==> config.mk <==
export PLATFORM = sky130hd
export DESIGN_NAME = muldiv_ctrl
export DESIGN_NICKNAME = d
export VERILOG_FILES = /design/src/rtl/muldiv_ctrl.sv
export SDC_FILE = /design/constraint.sdc
export NUM_CORES = 1
export LEC_CHECK = 0
export CORE_ASPECT_RATIO = 0.5
export CORE_MARGIN = 2
export CORE_UTILIZATION = 60
export CTS_CLUSTER_SIZE = 10
export DETAILED_ROUTE_END_ITERATION = 6
export DONT_BUFFER_PORTS = 1
export HOLD_SLACK_MARGIN = 0.12
export PLACE_DENSITY_LB_ADDON = 0.1
export SLEW_MARGIN = 20
export SYNTH_ARGS = -nofsm -noshare
export SYNTH_HDL_FRONTEND = slang
export SYNTH_SLANG_ARGS = --single-unit
export TNS_END_PERCENT = 1
==> constraint.sdc <==
create_clock -name clk -period 3.46 [get_ports clk]
set_input_delay 0.692 -clock clk [delete_from_list [all_inputs] [get_ports clk]]
set_output_delay 0.692 -clock clk [all_outputs]
set_load 0.01 [all_outputs]
==> src/rtl/muldiv_ctrl.sv <==
`default_nettype none
// ============================================================================
// Module   : muldiv_ctrl
// Purpose  : Iterative multiply/divide sequencer owning the HI/LO register
//            pair. Runs a one-bit-per-cycle shift-add multiply or restoring
//            divide on operand magnitudes, then applies sign correction in a
//            single FIX cycle before committing HI/LO.
// Ports    : clk        rising-edge clock
//            reset      asynchronous reset, active low
//            req_valid  EX stage presents a HI/LO-class instruction
//            req_ready  controller idle, can accept this cycle
//            Funct      instruction funct field
//            A, B       rs / rt operands
//            flush      squash the in-flight operation
//            done       one-cycle pulse, hi/lo hold the new result
//            busy       sequencer not idle
//            hi, lo     HI / LO registers
// Options  : MULDIV_FAST_MUL_EN - single-cycle multiplier, mult/multu skip
//            the iterative phase (IDLE -> FIX -> DONE). Divide unchanged.
// Revision : 1.0 - initial release
// ============================================================================
module muldiv_ctrl #(
   parameter int WIDTH = 32,
   parameter int ITER  = WIDTH
) (
   input  logic             clk,
   input  logic             reset,
   input  logic             req_valid,
   output logic             req_ready,
   input  logic [5:0]       Funct,
   input  logic [WIDTH-1:0] A,
   input  logic [WIDTH-1:0] B,
   input  logic             flush,
   output logic             done,
   output logic             busy,
   output logic [WIDTH-1:0] hi,
   output logic [WIDTH-1:0] lo
);

   localparam int             CW      = $clog2(ITER) + 1;
   localparam logic [CW-1:0]  c_LAST  = CW'(ITER - 1);

   localparam logic [1:0] c_IDLE = 2'd0;
   localparam logic [1:0] c_CALC = 2'd1;
   localparam logic [1:0] c_FIX  = 2'd2;
   localparam logic [1:0] c_DONE = 2'd3;

   localparam logic [5:0] c_F_MULT  = 6'b011000;
   localparam logic [5:0] c_F_MULTU = 6'b011001;
   localparam logic [5:0] c_F_DIV   = 6'b011010;
   localparam logic [5:0] c_F_DIVU  = 6'b011011;
   localparam logic [5:0] c_F_MTHI  = 6'b010001;
   localparam logic [5:0] c_F_MTLO  = 6'b010011;

   logic [1:0]         r_state;
   logic [CW-1:0]      r_cnt;
   logic [WIDTH-1:0]   r_hi;
   logic [WIDTH-1:0]   r_lo;
   // Multiply: r_acc is the product register {partial_hi, multiplier}.
   // Divide  : r_acc is {remainder, dividend-shifting-into-quotient}.
   logic [2*WIDTH-1:0] r_acc;
   logic [WIDTH-1:0]   r_op;       // multiplicand or divisor magnitude
   logic               r_is_div;
   logic               r_neg;      // operand signs differ (signed ops only)
   logic               r_rem_neg;  // signed dividend was negative
   logic               r_bzero;    // divisor was zero

   logic               w_accept;
   logic               w_sign;
   logic               w_is_mul;
   logic               w_is_div;
   logic [WIDTH-1:0]   w_a_mag;
   logic [WIDTH-1:0]   w_b_mag;
   logic [WIDTH:0]     w_mul_sum;
   logic [2*WIDTH-1:0] w_mul_next;
   logic [WIDTH:0]     w_shift;
   logic               w_ge;
   logic [WIDTH-1:0]   w_rem_next;
   logic [2*WIDTH-1:0] w_div_next;
   logic [2*WIDTH-1:0] w_prod_fix;
   logic [WIDTH-1:0]   w_quot_fix;
   logic [WIDTH-1:0]   w_rem_fix;

   assign req_ready = (r_state == c_IDLE);
   assign busy      = (r_state != c_IDLE);
   assign done      = (r_state == c_DONE);
   assign hi        = r_hi;
   assign lo        = r_lo;

   assign w_accept  = req_valid && req_ready && !flush;
   // Signed variants have Funct[0]==0.
   assign w_sign    = ~Funct[0];
   assign w_is_mul  = (Funct == c_F_MULT) || (Funct == c_F_MULTU);
   assign w_is_div  = (Funct == c_F_DIV)  || (Funct == c_F_DIVU);
   assign w_a_mag   = (w_sign && A[WIDTH-1]) ? (~A + 1'b1) : A;
   assign w_b_mag   = (w_sign && B[WIDTH-1]) ? (~B + 1'b1) : B;

   // Shift-add step: conditionally add multiplicand into the upper half,
   // then shift the whole product right with the carry entering at the top.
   assign w_mul_sum  = {1'b0, r_acc[2*WIDTH-1:WIDTH]}
                     + (r_acc[0] ? {1'b0, r_op} : {(WIDTH+1){1'b0}});
   assign w_mul_next = {w_mul_sum, r_acc[WIDTH-1:1]};

   // Restoring step: bring the next dividend bit into the remainder; keep
   // the difference only when it does not go negative.
   assign w_shift    = {r_acc[2*WIDTH-1:WIDTH], r_acc[WIDTH-1]};
   assign w_ge       = (w_shift >= {1'b0, r_op});
   assign w_rem_next = w_ge ? WIDTH'(w_shift - {1'b0, r_op}) : w_shift[WIDTH-1:0];
   assign w_div_next = {w_rem_next, r_acc[WIDTH-2:0], w_ge};

   // With a zero divisor the algorithm yields quotient all-ones and
   // remainder |A|; skipping the quotient negation and restoring the
   // dividend sign on the remainder gives lo=all-ones, hi=A.
   assign w_prod_fix = r_neg ? (~r_acc + 1'b1) : r_acc;
   assign w_quot_fix = (r_neg && !r_bzero) ? (~r_acc[WIDTH-1:0] + 1'b1)
                                           : r_acc[WIDTH-1:0];
   assign w_rem_fix  = r_rem_neg ? (~r_acc[2*WIDTH-1:WIDTH] + 1'b1)
                                 : r_acc[2*WIDTH-1:WIDTH];

`ifdef MULDIV_FAST_MUL_EN
   logic [2*WIDTH-1:0] w_fast_prod;
   assign w_fast_prod = {{WIDTH{1'b0}}, w_a_mag} * {{WIDTH{1'b0}}, w_b_mag};
`endif

   always_ff @(posedge clk or negedge reset) begin
      if (!reset) begin
         r_state   <= c_IDLE;
         r_cnt     <= '0;
         r_hi      <= '0;
         r_lo      <= '0;
         r_acc     <= '0;
         r_op      <= '0;
         r_is_div  <= 1'b0;
         r_neg     <= 1'b0;
         r_rem_neg <= 1'b0;
         r_bzero   <= 1'b0;
      end else begin
         case (r_state)
            c_IDLE: begin
               if (w_accept) begin
                  if (Funct == c_F_MTHI) begin
                     r_hi <= A;
                  end else if (Funct == c_F_MTLO) begin
                     r_lo <= A;
                  end else if (w_is_div || w_is_mul) begin
                     r_is_div  <= w_is_div;
                     r_neg     <= w_sign && (A[WIDTH-1] ^ B[WIDTH-1]);
                     r_rem_neg <= w_sign && A[WIDTH-1];
                     r_bzero   <= (B == '0);
                     r_cnt     <= '0;
                     if (w_is_div) begin
                        r_acc   <= {{WIDTH{1'b0}}, w_a_mag};
                        r_op    <= w_b_mag;
                        r_state <= c_CALC;
                     end else begin
`ifdef MULDIV_FAST_MUL_EN
                        r_acc   <= w_fast_prod;
                        r_state <= c_FIX;
`else
                        r_acc   <= {{WIDTH{1'b0}}, w_b_mag};
                        r_op    <= w_a_mag;
                        r_state <= c_CALC;
`endif
                     end
                  end
               end
            end
            c_CALC: begin
               if (flush) begin
                  r_state <= c_IDLE;
               end else begin
                  r_acc <= r_is_div ? w_div_next : w_mul_next;
                  r_cnt <= r_cnt + 1'b1;
                  if (r_cnt == c_LAST) begin
                     r_state <= c_FIX;
                  end
               end
            end
            c_FIX: begin
               if (flush) begin
                  r_state <= c_IDLE;
               end else begin
                  if (r_is_div) begin
                     r_hi <= w_rem_fix;
                     r_lo <= w_quot_fix;
                  end else begin
                     r_hi <= w_prod_fix[2*WIDTH-1:WIDTH];
                     r_lo <= w_prod_fix[WIDTH-1:0];
                  end
                  r_state <= c_DONE;
               end
            end
            default: begin
               r_state <= c_IDLE;
            end
         endcase
      end
   end

endmodule
`default_nettype wire

==> results.toml, run 1 <==
[outcome]
run_status = "complete, but fails checks"
violations = "negative hold slack"

[cells_and_area]
layout-drive-gt1-share = 0.103
finish.net_count = 2125
design_area_um2 = 16600
area_delta_synth_final_pct = 10.9
layout.cells.most_common = "sky130_fd_sc_hd__nor2_1"
top_library_cells_by_usage_in_the_layout_fill_and_taps_aside = "sky130_fd_sc_hd__nor2_1 (274), sky130_fd_sc_hd__a21oi_1 (259), sky130_fd_sc_hd__dfrtp_1 (171)"

[run]
maxCapViolations = 0

[critical_path]
rr_worst_depth = 7
timing.critical_path.depth = 7
critical_path_class = "flip-flop to flip-flop"
cp-end-kind = "flip-flop"
timing.critical_path.slowest_stage_cell = "sky130_fd_sc_hd__or4_4"
timing.critical_path.buf_inv = 0
crit_family = "simple AND/OR/NAND/NOR gates"
critical_path.max_stage_delay_ns = 0.61
worst_ep_required_time_ns = 3.78
worst_path_most_repeated_cell = "sky130_fd_sc_hd__or4_4"
critPathLaunchType = "flip-flop"
timing.critical_path.fanout_max = 8
cp_cell_sequence = "or4_4, or4_4, or4_4, o31ai_1, nor2_1, a2111oi_1, o31ai_1"
timing.critical_path.arrival_ns = 3.69

[global_routing]
remaining_global_route_overflow = 0
total_global_route_track_usage = 0.457
largest_net_degree_at_the_start_of_global_routing = 173
vias_in_the_first_global_route = 15265
wire_length_of_the_first_global_routing_pass_um = 89400
antenna_found_initial = 4

[logic_synthesis]
synthFlopType = "sky130_fd_sc_hd__dfrtp_1"
post_synth_instance_area_um2 = 15000
synth_fp_nets = 2111
synthesis.yosys.warnings = 0
postSynthCellCount = 1966
synth_area_per_cell_um2 = 7.61
ys_async_sr_fraction = 1.00
number_of_synthesized_flops_with_an_enable_pin = 0
netlist-cell-type-count = 73
synth.yosys.seq_area_share = 0.288
ys_seq_elements = 172

[routing]
drt.antenna.violating_nets = 0
detail_route.first_pass.iterations = 6
routed_wire_length_per_instance_um = 25.8
vias = 16367
drt_wl_total_um = 60100
routed_via_density = 7.02
detailedRoute.firstIterationViolations = 2356
drc = 0

[clocking]
cts.sink_count = 172
source_to_sink_clock_delay_at_the_later_pin_of_the_worst_skew_pair_ns = 0.46
clock_tree_from_tritoncts = "done"
cts_buffers = 17
clk_root_buffer_cell = "sky130_fd_sc_hd__clkbuf_16"
htree_levels = 4
clkSlewWorstSetupHoldPaths_ns = 0.08
clockBufferDepth = 2

[place]
dp_hpwl_um = 46600
detailed_place.area_um2 = 15800
pre_cts_slack_ns = -0.00687
place_congestion = 1.08
placement.io_buffers = 0

[power_and_ir_drop]
peakVddDrop_uv = 344
cellPowerDensity_nw_per_um2 = 651
p_leak_nw = 7.26
report.power.total_mw = 10.8

[floorplanning]
initial_utilization = 0.618
number_of_rows_in_the_core_area = 40
boundaryPins = 141
fp.dieH_um = 116
fp.coreArea_um2 = 24200
floorplan.die_area_um2 = 26300
die_x_um = 227

[sta]
skew_ns = 0.0160
final-hold-violation-count = 164
finalWorstPathRequiredPeriod_ns = 3.37
max_freq_mhz = 297
holdWs_ns = -0.0872
final-setup-viol-count = 0
setup-tns-final_ns = 0
fin_ws_ns = 0.0937
final_period_utilization = 0.973
tightestPinTransition_ns = 1.05
grt_setup_unrepaired = "yes"
slew_violations = 0
max-slew-margin-rel = 0.297

[hold_path]
hp-class = "primary input to asynchronous set/reset pin"
-- Yosys cell counts (5+ instances only) --
cell type	n	area, µm²
sky130_fd_sc_hd__nor2_1	276	1040
sky130_fd_sc_hd__a21oi_1	262	1310
sky130_fd_sc_hd__dfrtp_1	172	4300
sky130_fd_sc_hd__nand2_1	161	604
sky130_fd_sc_hd__o21ai_0	136	681
sky130_fd_sc_hd__clkbuf_1	107	402
sky130_fd_sc_hd__xnor2_1	90	788
sky130_fd_sc_hd__xor2_1	79	692
sky130_fd_sc_hd__ha_1	69	863
sky130_fd_sc_hd__inv_1	67	251
sky130_fd_sc_hd__nor3_1	45	225
sky130_fd_sc_hd__o31ai_1	44	330
sky130_fd_sc_hd__mux2i_1	42	420
sky130_fd_sc_hd__a211oi_1	36	270
sky130_fd_sc_hd__a21o_1	26	195
sky130_fd_sc_hd__nand3_1	23	115
sky130_fd_sc_hd__nand2b_1	22	138
sky130_fd_sc_hd__nand4_1	17	106
sky130_fd_sc_hd__a31oi_1	16	100
sky130_fd_sc_hd__or3_1	16	100
sky130_fd_sc_hd__a22oi_1	15	113
sky130_fd_sc_hd__nor2b_1	15	93.8
sky130_fd_sc_hd__or4_1	15	113
sky130_fd_sc_hd__and2_1	14	87.6
sky130_fd_sc_hd__and3_1	14	87.6
sky130_fd_sc_hd__nor4_1	14	87.6
sky130_fd_sc_hd__o211ai_1	12	90.1
sky130_fd_sc_hd__o21bai_1	12	90.1
sky130_fd_sc_hd__o221ai_1	12	105
sky130_fd_sc_hd__a221oi_1	11	96.3
sky130_fd_sc_hd__o21a_1	11	82.6
sky130_fd_sc_hd__a21boi_0	10	75.1
sky130_fd_sc_hd__buf_2	7	35.0
sky130_fd_sc_hd__nand3b_1	7	52.6
sky130_fd_sc_hd__or2_2	7	43.8
sky130_fd_sc_hd__a311oi_1	6	52.6
sky130_fd_sc_hd__buf_1	6	22.5
sky130_fd_sc_hd__o41ai_1	5	43.8
-- power breakdown --
part	switching [mW]	internal [mW]	total, mW
combinational	3.54	2.20	5.73
clock	1.03	0.975	2.00
sequential	0.601	2.46	3.06
total	5.17	5.63	10.8
-- cells by family after synthesis --
| family | Yosys count | synth area share |
|---|---|---|
| adder cells (fa/ha/maj) | 71 | 0.0604 |
| flip-flops | 172 | 0.288 |
| multiplexers | 42 | 0.0281 |
| buffers and inverters | 191 | 0.0495 |
| AND/OR/NAND/NOR | 667 | 0.208 |
| AO/OA/AOI/OAI | 654 | 0.267 |
| XOR/XNOR | 169 | 0.0989 |
-- sequential cells by signal, summed over array words and instances, names as in the netlist --
signal and count:
r_bzero 1, r_state 2, lo 32, r_is_div 1, r_neg 1, r_rem_neg 1, r_acc 64, r_op 32
r_cnt 6, hi 32
-- metal layers --
layer / GRT usage / vias to the layer above / wire length (µm)
li1: - / 7072 / -
met1: 0.609 / 7894 / 23300
met2: 0.689 / 1183 / 25700
met3: 0.142 / 214 / 8340
met4: 0.203 / 4 / 2670
met5: 0 / - / 117
-- stage by stage --
step | cells | util
2_1_floorplan | 1966 | -
3_3_place_gp | 2292 | 0.654
3_5_place_dp | 2292 | 0.654
4_1_cts | 2324 | 0.679
5_1_grt | 2329 | 0.685
6_report | 2330 | 0.685
-- timing repair --
item | 4_1_cts | 5_1_grt
hold endpoints to repair | 172 | 172
gates resized for setup | 1 | 22
gates cloned | 0 | 0
setup buffers | 0 | 5
endpoints found under the setup margin | 1 | 39
pin swaps | 0 | 2
-- final timing paths --
| path | from | endpoint | slack [ns] |
|---|---|---|---|
| max reg2reg | r_acc[16]$_DFFE_PN0P_ | hi[1]$_DFFE_PN0P_ | 0.09 |
| min reg2reg | r_cnt[4]$_DFFE_PN0P_ | r_cnt[4]$_DFFE_PN0P_ | 0.54 |
| min in group clk | flush | r_state[1]$_DFFE_PN0P_ | 0.29 |
| min | reset | r_acc[9]$_DFFE_PN0P_ | -0.09 |
| max | r_acc[16]$_DFFE_PN0P_ | hi[1]$_DFFE_PN0P_ | 0.09 |
| max in group asynchronous | reset | r_op[15]$_DFFE_PN0P_ | 3.23 |
-- final cells by class --
cell class	count	area [µm²]
clock inverter	15	170
tap	336	420
sequential	172	4310
antenna	1	2.50
multi-input combinational	1603	10100
fill	2064	7630
timing repair buffer	117	916
inverter	69	259
clock buffer	17	425
Power figures use the tool's default switching activity.
==> run 2: changes to the inputs <==
--- a/config.mk
+++ b/config.mk
@@ -7,8 +7,7 @@
 export LEC_CHECK = 0
 export CORE_ASPECT_RATIO = 0.5
 export CORE_MARGIN = 2
-export CORE_UTILIZATION = 60
-export CTS_CLUSTER_SIZE = 10
+export CORE_UTILIZATION = 50
 export DETAILED_ROUTE_END_ITERATION = 6
 export DONT_BUFFER_PORTS = 1
 export HOLD_SLACK_MARGIN = 0.12
==> run 2 against run 1 <==
  * The flow still finishes with violations (negative hold slack)
  * Global-route usage is 8.2 points lower
  * Clock power hardly changed
  * Fmax increased by 2.5%
  * Worst hold slack improved by 0.031 ns
  * Die area is 19% higher
  * Register-to-register slack improved by 0.08 ns
  * Via count down 6.1%
  * Cell count rose by 3.4%
  * Critical path type unchanged
==> results.toml, run 2 (synthesis gave the netlist of run 1 again) <==
[power_and_ir_drop]
p_leak_nw = 7.41
cellPowerDensity_nw_per_um2 = 638
peakVddDrop_uv = 478
report.power.total_mw = 10.7

[critical_path]
worst_ep_required_time_ns = 3.84
timing.critical_path.fanout_max = 8
cp-end-kind = "flip-flop"
timing.critical_path.slowest_stage_cell = "sky130_fd_sc_hd__or4_4"
worst_path_most_repeated_cell = "sky130_fd_sc_hd__or4_4"
critical_path.max_stage_delay_ns = 0.60
critical_path_class = "flip-flop to flip-flop"
timing.critical_path.arrival_ns = 3.66
critPathLaunchType = "flip-flop"
cp_cell_sequence = "or4_4, or4_4, or4_4, nor2_8, o21ai_0, o31ai_1, xnor2_1, nor2_1, o31ai_1"

[place]
placement.io_buffers = 0
pre_cts_slack_ns = -0.0844
dp_hpwl_um = 46200
place_congestion = 1.01

[sta]
finalWorstPathRequiredPeriod_ns = 3.28
max-slew-margin-rel = 0.327
skew_ns = 0.0158
fin_ws_ns = 0.176
grt_setup_unrepaired = "yes"
tightestPinTransition_ns = 1.01
final-setup-viol-count = 0
max_freq_mhz = 305
final-hold-violation-count = 45
holdWs_ns = -0.0560
final_period_utilization = 0.949
slew_violations = 0

[outcome]
run_status = "complete, but fails checks"
violations = "negative hold slack"

[clocking]
cts_buffers = 17
cts_setup_buffers = 0
cts.sink_count = 172
htree_levels = 4
clock_tree_from_tritoncts = "done"
clk_root_buffer_cell = "sky130_fd_sc_hd__clkbuf_16"
source_to_sink_clock_delay_at_the_later_pin_of_the_worst_skew_pair_ns = 0.46
clockBufferDepth = 2
clkSlewWorstSetupHoldPaths_ns = 0.08

[routing]
drt_wl_total_um = 59500
detail_route.first_pass.iterations = 7
drc = 0
detailedRoute.firstIterationViolations = 1872
routed_via_density = 6.38
drt.antenna.violating_nets = 0
vias = 15373
routed_wire_length_per_instance_um = 24.7

[global_routing]
wire_length_of_the_first_global_routing_pass_um = 88600
remaining_global_route_overflow = 0
antenna_found_initial = 2
vias_in_the_first_global_route = 14198
largest_net_degree_at_the_start_of_global_routing = 173
total_global_route_track_usage = 0.376

[cells_and_area]
diodes = 0
regMostFlops = "r_acc"
top_library_cells_by_usage_in_the_layout_fill_and_taps_aside = "sky130_fd_sc_hd__nor2_1 (275), sky130_fd_sc_hd__a21oi_1 (260), sky130_fd_sc_hd__dfrtp_1 (171)"
layout-drive-gt1-share = 0.111
finish.net_count = 2151
area_delta_synth_final_pct = 12.5
largest_reg_flops = 64
layout.core_utilization = 0.576
layout.cells.most_common = "sky130_fd_sc_hd__nor2_1"

[hold_path]
hp-class = "primary input to asynchronous set/reset pin"

[floorplanning]
boundaryPins = 141
fp.coreArea_um2 = 29200
floorplan.die_area_um2 = 31400
die_x_um = 249
number_of_rows_in_the_core_area = 44
initial_utilization = 0.512
fp.dieH_um = 126

[run]
maxCapViolations = 0
[run 2: area by class of cell]
type                       count  area, µm²
tap                          391        489
inverter                      69        259
fill                        2861      12400
timing repair buffer         143       1130
clock inverter                13        145
sequential                   172       4310
clock buffer                  18        439
multi-input combinational   1603      10100
[run 2: worst max-delay path: cells and delay by family, from the launching register on]
kind                      cells  cell delay (ns)
AOI/OAI and AO/OA             3             0.67
and+or+nand+nor               5             1.87
xor gates and xnor gates      1             0.21
DFF                           1             0.45
[run 2: per-stage QoR]
step	instances	setup TNS, ns	area, µm²
after floorplan	1966	0	15000
after detailed placement	2377	-0.115	16100
after global placement	2377	-0.00704	16100
after CTS	2408	0	16700
after global routing	2409	-0.0192	16800
final	2409	0	16800
[run 2: layer usage]
metal | vias to the layer above | global-route usage | part of all wire | wire [µm]
li1 | 7123 | - | - | -
met1 | 7354 | 0.502 | 0.42 | 25000
met4 | 2 | 0.144 | 0.038 | 2270
met2 | 746 | 0.572 | 0.43 | 25600
met5 | - | 0 | 0.00030 | 18
met3 | 148 | 0.120 | 0.11 | 6660
[run 2: path summary, 6_finish.rpt]
kind,from,cells past startpoint,end,slack [ns]
worst max-delay path,r_acc[17]$_DFFE_PN0P_,9,hi[31]$_DFFE_PN0P_,0.18
worst min-delay path,reset,0,r_acc[43]$_DFFE_PN0P_,-0.06
worst max register to register,r_acc[17]$_DFFE_PN0P_,9,hi[31]$_DFFE_PN0P_,0.18
worst min register to register,r_cnt[4]$_DFFE_PN0P_,1,r_cnt[4]$_DFFE_PN0P_,0.50
max in group asynchronous,reset,0,r_is_div$_DFFE_PN0P_,3.12
min in group clk,flush,1,r_state[1]$_DFFE_PN0P_,0.30
[run 2: power breakdown]
part | switching [mW] | total (mW) | internal, mW
sequential | 0.575 | 3.03 | 2.46
clock | 1.01 | 2.00 | 0.984
combinational | 3.41 | 5.71 | 2.30
[run 2: timing repair]
action / in CTS / in global routing
hold endpoints to repair: 172 / 172
gates resized for setup: 1 / 15
endpoints found under the setup margin: 4 / 26
pin swaps: 0 / 1
